## src/rtl/lock_pkg.sv

```systemverilog
// lock_pkg: keypad bit positions, internal key codes, command encodings and sequencer states
package lock_pkg;
    localparam int KEY_ENTER_BIT  = 9;
    localparam int KEY_ZERO_BIT   = 10;
    localparam int KEY_CHANGE_BIT = 11;
    localparam logic [3:0] CODE_ENTER  = 4'hA;
    localparam logic [3:0] CODE_CHANGE = 4'hB;
    localparam logic [3:0] CODE_NONE   = 4'hF;
    localparam logic CMD_ENTER  = 1'b0;
    localparam logic CMD_CHANGE = 1'b1;
    typedef enum logic [1:0] {IDLE, COLLECT, ISSUE} state_t;
    // Map a one-hot keypad word to a digit value, CODE_ENTER or CODE_CHANGE; anything else is CODE_NONE
    function automatic logic [3:0] key_decode(input logic [11:0] k);
        logic [3:0] c;
        c = CODE_NONE;
        for (int i = 0; i < 9; i++) if (k[i]) c = 4'(i + 1);
        if (k[KEY_ZERO_BIT]) c = 4'd0;
        if (k[KEY_ENTER_BIT]) c = CODE_ENTER;
        if (k[KEY_CHANGE_BIT]) c = CODE_CHANGE;
        return $onehot(k) ? c : CODE_NONE;
    endfunction
endpackage

```

## src/rtl/key_debounce.sv

```systemverilog
// key_debounce: accepts a keypad press once after it has been steady, and re-arms only after a steady release
module key_debounce
    import lock_pkg::*;
#(
    parameter int DEBOUNCE_CYCLES = 4
) (
    input  logic        clk,
    input  logic        rst_n,
    input  logic [11:0] key,
    output logic [3:0]  key_code,
    output logic        key_evt
);
    localparam int CW = $clog2(DEBOUNCE_CYCLES + 1);
    localparam logic [CW-1:0] DMAX = CW'(DEBOUNCE_CYCLES);
    logic [3:0] cur, prev;
    logic [CW-1:0] cnt, cnt_n;
    logic armed, stable;
    assign cur = key_decode(key);
    assign cnt_n = (cur != prev) ? CW'(1) : (cnt == DMAX) ? DMAX : cnt + 1'b1;
    assign stable = (cnt_n == DMAX) && !((cur == prev) && (cnt == DMAX));
    assign key_code = prev;
    // Count consecutive identical samples; a steady key fires once when armed, a steady "no key" re-arms
    always_ff @(posedge clk or negedge rst_n) begin
        if (!rst_n) begin
            prev    <= CODE_NONE;
            cnt     <= '0;
            armed   <= 1'b1;
            key_evt <= 1'b0;
        end else begin
            prev    <= cur;
            cnt     <= cnt_n;
            key_evt <= stable && armed && (cur != CODE_NONE);
            if (stable) armed <= (cur == CODE_NONE);
        end
    end
endmodule

```

## src/rtl/key_entry_sequencer.sv

```systemverilog
// key_entry_sequencer: collects four keypad digits and issues ENTER/CHANGE commands; KEYSEQ_TIMEOUT_EN adds an inactivity timeout
module key_entry_sequencer
    import lock_pkg::*;
#(
    parameter int DEBOUNCE_CYCLES = 4,
    parameter int TIMEOUT_CYCLES  = 1000
) (
    input  logic        clk,
    input  logic        rst_n,
    input  logic [11:0] key,
    output logic        cmd_valid,
    input  logic        cmd_ready,
    output logic        cmd_type,
    output logic [15:0] cmd_data,
    output logic [2:0]  digit_cnt,
    output logic        busy,
    output logic        err,
    output logic        timeout
);
    state_t state, state_n;
    logic [15:0] buffer, buffer_n;
    logic [2:0] cnt_n;
    logic [3:0] key_code;
    logic type_n, key_evt, is_digit, full, expired;
    key_debounce #(.DEBOUNCE_CYCLES(DEBOUNCE_CYCLES)) u_debounce (
        .clk      (clk),
        .rst_n    (rst_n),
        .key      (key),
        .key_code (key_code),
        .key_evt  (key_evt)
    );
    assign is_digit  = key_code <= 4'd9;
    assign full      = digit_cnt == 3'd4;
    assign cmd_valid = state == ISSUE;
    assign busy      = state != IDLE;
    assign cmd_data  = buffer;
`ifdef KEYSEQ_TIMEOUT_EN
    localparam int TW = $clog2(TIMEOUT_CYCLES + 1);
    logic [TW-1:0] timer;
    logic reload;
    assign reload  = key_evt && (state == COLLECT || (state == IDLE && is_digit));
    assign expired = (state == COLLECT) && (timer == '0);
    // Inactivity countdown, restarted on entry to COLLECT and on every accepted key
    always_ff @(posedge clk or negedge rst_n) begin
        if (!rst_n) timer <= '0;
        else if (reload) timer <= TW'(TIMEOUT_CYCLES - 1);
        else if (state == COLLECT && timer != '0) timer <= timer - 1'b1;
    end
`else
    assign expired = TIMEOUT_CYCLES < 0;
`endif
    // Next-state and datapath decisions; an accepted key always wins over a simultaneous expiry
    always_comb begin
        state_n  = state;
        buffer_n = buffer;
        cnt_n    = digit_cnt;
        type_n   = cmd_type;
        err      = 1'b0;
        timeout  = 1'b0;
        case (state)
            IDLE: if (key_evt) begin
                err = !is_digit;
                if (is_digit) begin
                    buffer_n = {12'h000, key_code};
                    cnt_n    = 3'd1;
                    state_n  = COLLECT;
                end
            end
            COLLECT: if (key_evt && is_digit) begin
                err = full;
                if (!full) begin
                    buffer_n = {buffer[11:0], key_code};
                    cnt_n    = digit_cnt + 3'd1;
                end
            end else if (key_evt && full) begin
                type_n  = (key_code == CODE_CHANGE) ? CMD_CHANGE : CMD_ENTER;
                state_n = ISSUE;
            end else if (key_evt || expired) begin
                err      = key_evt;
                timeout  = !key_evt;
                buffer_n = '0;
                cnt_n    = '0;
                state_n  = IDLE;
            end
            ISSUE: if (cmd_ready) begin
                buffer_n = '0;
                cnt_n    = '0;
                state_n  = IDLE;
            end
            default: state_n = IDLE;
        endcase
    end
    // State, digit buffer, digit count and command type registers
    always_ff @(posedge clk or negedge rst_n) begin
        if (!rst_n) begin
            state     <= IDLE;
            buffer    <= '0;
            digit_cnt <= '0;
            cmd_type  <= CMD_ENTER;
        end else begin
            state     <= state_n;
            buffer    <= buffer_n;
            digit_cnt <= cnt_n;
            cmd_type  <= type_n;
        end
    end
endmodule

```

## config.mk

```make
export PLATFORM = sky130hd
export DESIGN_NAME = key_entry_sequencer
export DESIGN_NICKNAME = d
export VERILOG_FILES = /design/src/rtl/lock_pkg.sv /design/src/rtl/key_debounce.sv /design/src/rtl/key_entry_sequencer.sv
export SDC_FILE = /design/constraint.sdc
export NUM_CORES = 1
export LEC_CHECK = 0
export CAP_MARGIN = 20
export CORE_MARGIN = 3
export CORE_UTILIZATION = 40
export CTS_CLUSTER_DIAMETER = 100
export DETAILED_ROUTE_END_ITERATION = 16
export MAX_ROUTING_LAYER = met4
export PLACE_DENSITY = 0.71
export SLEW_MARGIN = 20
export SYNTH_ARGS = -nofsm -noshare
export SYNTH_HDL_FRONTEND = slang
export SYNTH_SLANG_ARGS = --single-unit
```

## constraint.sdc

```tcl
create_clock -name clk -period 2.6 [get_ports clk]
set_clock_uncertainty 0.1 [all_clocks]
set_input_delay 0.65 -clock clk [delete_from_list [all_inputs] [get_ports clk]]
set_output_delay 0.65 -clock clk [all_outputs]
set_load 0.02 [all_outputs]
```

* Word-level counts from Yosys, hierarchy flattened
Cells that the tools add are included.
Word-level totals: bits in registers 31, logic and storage cells 105, bits of input ports 15
Operators by class: $add $sub $neg 13, bitwise gates (word level) 1, reductions and logical operators 15, equality and inequality tests 19, mux-type cells 48, order comparisons 1
Operator list (count):
- $mux W16 | 7
- $mux W4 | 13
- $pmux W16 S3 | 1
- $mux W3 | 9
- $add A4 B4 Y4 | 5
- $add A1 B1 Y2 | 6
- $mux W2 | 6
- $eq A3 B3 Y1 const B | 3
- $mux W1 | 9
- $pmux W3 S3 | 1
- $eq A4 B4 Y1 const B | 2
- $reduce_and A7 Y1 | 1
- $add A3 B1 Y3 const B | 2
- $logic_and A1 B1 Y1 | 6
- $ne A3 B2 Y1 const B | 2
- $ne A3 B3 Y1 const B | 2
- $pmux W2 S3 | 1
- $reduce_and A5 Y1 | 1
- $eq A4 B1 Y1 const B | 1
- $eq A4 B4 Y1 | 1
- $le A4 B4 Y1 const B | 1
- $ne A2 B1 Y1 const B | 2
- $ne A2 B2 Y1 const B | 2
- $ne A4 B4 Y1 | 1
- 10 further kinds | 12

* Depth between registers and ports, before layout
word-level depth 19, gate-level depth with buffers 17, gate-level depth less buffers 17

* By module
A second synthesis with hierarchy kept.
Second synthesis, totals: cells, all modules 222, area, all modules 2203.4 µm²
Modules (own cells, without submodules):
- key_entry_sequencer | times used 1, area an instance 1177.4 µm², seq. area each 550.5 µm², cells each 116
- key_debounce | times used 1, area an instance 1026.0 µm², seq. area each 231.5 µm², cells each 106

* Worst setup path before layout
OpenSTA, ideal clock, no wires.
path type input-to-reg, start input port key[1], end register u_debounce.armed, path slack -2464 ps, data arrival time 4879 ps, stages 17, path through inv_1 > ha_1 > inv_1 > fa_1 > fa_1 > inv_1 > fa_1 > ha_1 > inv_1 > fa_1 > xnor2_1 > or4_4 > a211o_1 > o2111ai_2 > nand4_1 > and3b_1 > mux2_1
On the way: longest elaborated chain between the ends 16, elaborated cells between the ends (all ways) 25, classes of those cells 4 x add/sub; 5 x eq/ne; 13 x mux; 3 x reduce/logical
RTL lines:
- start, declared | line key_entry_sequencer.sv:10 | input logic [11:0] key,
- parallel branches: the longest is 11 deep, another holds $add A4 B4 Y4
- $mux W4 (*) | line lock_pkg.sv:20 | return $onehot(k) ? c : CODE_NONE;
- $ne A4 B4 Y1 / $eq A4 B4 Y1 (equally long branches) | line key_debounce.sv:19, key_debounce.sv:20
- $mux W3 / $logic_and A1 B1 Y1 (equally long branches) | line key_debounce.sv:19, key_debounce.sv:20
- $eq A3 B3 Y1 / $logic_not A1 Y1 (equally long branches) | line key_debounce.sv:20 | assign stable = (cnt_n == DMAX) && !((cur == prev) && (cnt == DMAX));
- $logic_and A1 B1 Y1 | line key_debounce.sv:20
- end signal, assigned | line key_debounce.sv:33 | if (stable) armed <= (cur == CODE_NONE);
- end, declared | line key_debounce.sv:17 | logic armed, stable;
Every way passes the cells marked *. A chain may end at the register's enable or synchronous reset.

* Final worst setup path
Same ends and word-level chain as after synthesis.

==> out/qor.yml <==
status: "finished with violations"
violations: "setup timing"
dpl.cell_count: 364
rsz0062_at_grt: "yes"
crit_path_max_fanout: 2
yosys_warnings: 0
gr-total-overflow: 0
clk_latency_ps: 280
design.core.area_um2: 4850
drive_gt1_share_pct: 25.8
p_seq_share_pct: 26.9
clkTransAtPathRegs_ps: 70
synthArstFlopShare_pct: 100
port_buffers: 37
finalHoldViolations: 0
postCtsHoldBufs: 0
drtPass1Iterations: 4
grt_pass1_vias: 1826
final_cell_mix: "nand2_1, buf_4, clkdlybuf4s50_1"
cts_root_buffer: "clkbuf_8"
vias: 1800
vias_per_cell: 4.77
fin_crit_sh_pct: 184
fmax_ghz: 0.209
gp_congestion: 0.826
wl_um: 4550
min_path_cells: 2
worst_slack_ps: -2180
die_h_um: 77.9
crit_arrival_ps: 4890
synth_cell_types: 42
post-route-min-period_ps: 4780
ys_top_cells_by_area: "dfrtp_1, ha_1, nand2_1"
layout_commonest_cell: "nand2_1"
reg2reg_from: "state[0]"
power.internal_mw: 1.55
setup_viol: 9
p_switching_mw: 0.905
slowest_delay_ps: 520
insertedDiodeCount: 0
critPathKind: "input port to flop"
cts.sinks: 31
hold_path_end: "cmd_data[15]"
syn2layout_area_growth_pct: 44.4
critPathLaunchType: "input port"
nNetsFinal: 351
powerDensity_nw_per_um2: 824
synth_area_per_cell_um2: 8.80
initial_core_util_pct: 42.6
grt_pass1_wl_um: 7820
synth.top_cell.area_share_pct: 31.5
critPathRequiredTime_ps: 2710
clockBufferDepth: 2
worst_path_max_delay_cell: "fa_2"
final_cells: 377
synth_top_flop_cell: "dfrtp_1"
synthesis.instances: 235
placed_area_um2: 2790
cts_buffers: 5
fin_area_um2: 2990
maxSlewViolCount: 0
antenna_found_initial: 0
p_sw_share_pct: 36.8
antenna_left: 0
io_pins: 39
dieArea_um2: 6070
worstRegToRegCells: 9
cap_viol_max_count: 0
p_leak_nw: 1.36
yosys.area.top_type: "dfrtp_1"
cts.htree.levels: 2
drtIter0Drc: 70
place_hpwl_um: 3560
combPwrFrac_pct: 53.5
cts_tree: "done"
synth_area_um2: 2070
vdd_drop_max_mv: 0.472
grt_usage_pct: 16.4
hp-start: "cmd_data[15]"
grt_max_degree: 39
synth_enable_flop_cells: 0
r2r_end: "digit_cnt[2]"
crit_chain: "buf_8 -> inv_4 -> ha_4 -> inv_2 -> fa_1 -> fa_1 -> inv_1 -> fa_1 -> ha_2 -> inv_2 -> fa_2 -> nand2_2 -> or4_4 -> a211o_1 -> o2111ai_2 -> nand4_1 -> and3b_2 -> mux2_4"
placementRows: 25
hold_path.class: "flop to flop"
seq_area_frac_synth_pct: 37.8
crit_top_cell: "fa_1"
endpoint_kind: "flop"
synth_seq_cells: 31
fp.dieW_um: 77.9
reg2reg_slack_ps: 680
wire_per_inst_um: 12.1
p_clk_share_pct: 19.6
syn_nets: 277
drc_errors: 0
==> worst max-delay path: cells and delay by family <==
family,cells,cell delay [ps]
buffers and inverters,5,230
and+or+nand+nor,4,840
muxes,1,290
AOI/OAI and AO/OA,2,460
adders and majority gates,6,2430
==> routing by layer <==
layer	global-route usage, %	up-vias	part of all wire, %
met1	17.9	837	43
met3	2.78	7	3.2
met5	-	-	0
met4	6.41	0	1.5
li1	-	922	-
met2	29.6	34	52
==> state kept, by name, summed over array words and instances, names as in the netlist <==
signal and cells:
u_debounce.key_evt 1, cmd_type 1, cmd_data 16, u_debounce.key_code 4
u_debounce.cnt 3, state 2, u_debounce.armed 1, digit_cnt 3
==> power by group through the flow <==
stage | Clock, mW | Sequential, mW | Combinational (mW)
2_1_floorplan | 0 | 0.700 | 0.705
3_3_place_gp | 0 | 0.667 | 1.17
3_5_place_dp | 0 | 0.671 | 1.20
4_1_cts | 0.493 | 0.663 | 1.29
5_1_grt | 0.522 | 0.673 | 1.47
6_report | 0.483 | 0.661 | 1.32
==> cells by family after synthesis <==
kind of cell    share of synthesized area (%)
simple gates                             19.2
compound gates                           13.4
buf+inv                                  7.26
flops                                    37.8
fa+ha+maj                                18.9
xor+xnor                                 1.70
mux                                      1.51
other cells                             0.181
==> worst max path at each step <==
stage          startpoint                to  slack (ps)  cells past startpoint
6_report           key[1]  u_debounce.armed       -2180                     18
5_1_grt            key[0]  u_debounce.armed       -2330                     18
4_1_cts            key[5]  u_debounce.armed       -2220                     17
3_5_place_dp       key[0]  u_debounce.armed       -3000                     18
3_3_place_gp       key[0]  u_debounce.armed       -2910                     18
2_1_floorplan      key[5]  u_debounce.armed       -2310                     16
==> cell usage after synthesis (all sizes together), types with 3 or more instances <==
master	instances
nand2	44
inv	32
dfrtp	26
o21ai	23
ha	20
nor2	16
a21oi	8
fa	7
clkbuf	6
dfstp	5
nor2b	5
nand3	4
xnor2	3
==> cell type report <==
| class | count | area, um2 |
|---|---|---|
| fillers | 436 | 1860 |
| multi-input cells | 165 | 1220 |
| flip-flops and latches | 31 | 782 |
| repair buffers | 74 | 657 |
| inverters | 32 | 125 |
| well taps | 67 | 83.8 |
| clock buffers | 6 | 82.6 |
| clock inverters | 2 | 35.0 |
==> metrics by stage <==
stage          setup TNS (ps)  total power [mW]  hold WS (ps)  util, %  setup slack (ps)
6_report               -16460              2.46           376     61.6             -2180
5_1_grt                -17740              2.67           428     61.6             -2330
4_1_cts                -16620              2.45           386     60.8             -2220
3_5_place_dp           -23420              1.87           371     57.5             -3000
3_3_place_gp           -22690              1.83           361     57.5             -2910
2_1_floorplan          -15790              1.41           254        -             -2310
==> repair_timing <==
| action | CTS | global route |
|---|---|---|
| cloned | 0 | 0 |
| endpoints found under the setup margin | 10 | 10 |
| setup buffers | 3 | 3 |
| endpoints found under the hold margin | 0 | 0 |
| gates resized for setup | 40 | 10 |
| pin swaps | 8 | 11 |
Note: power is estimated with default switching activity, not from simulation.
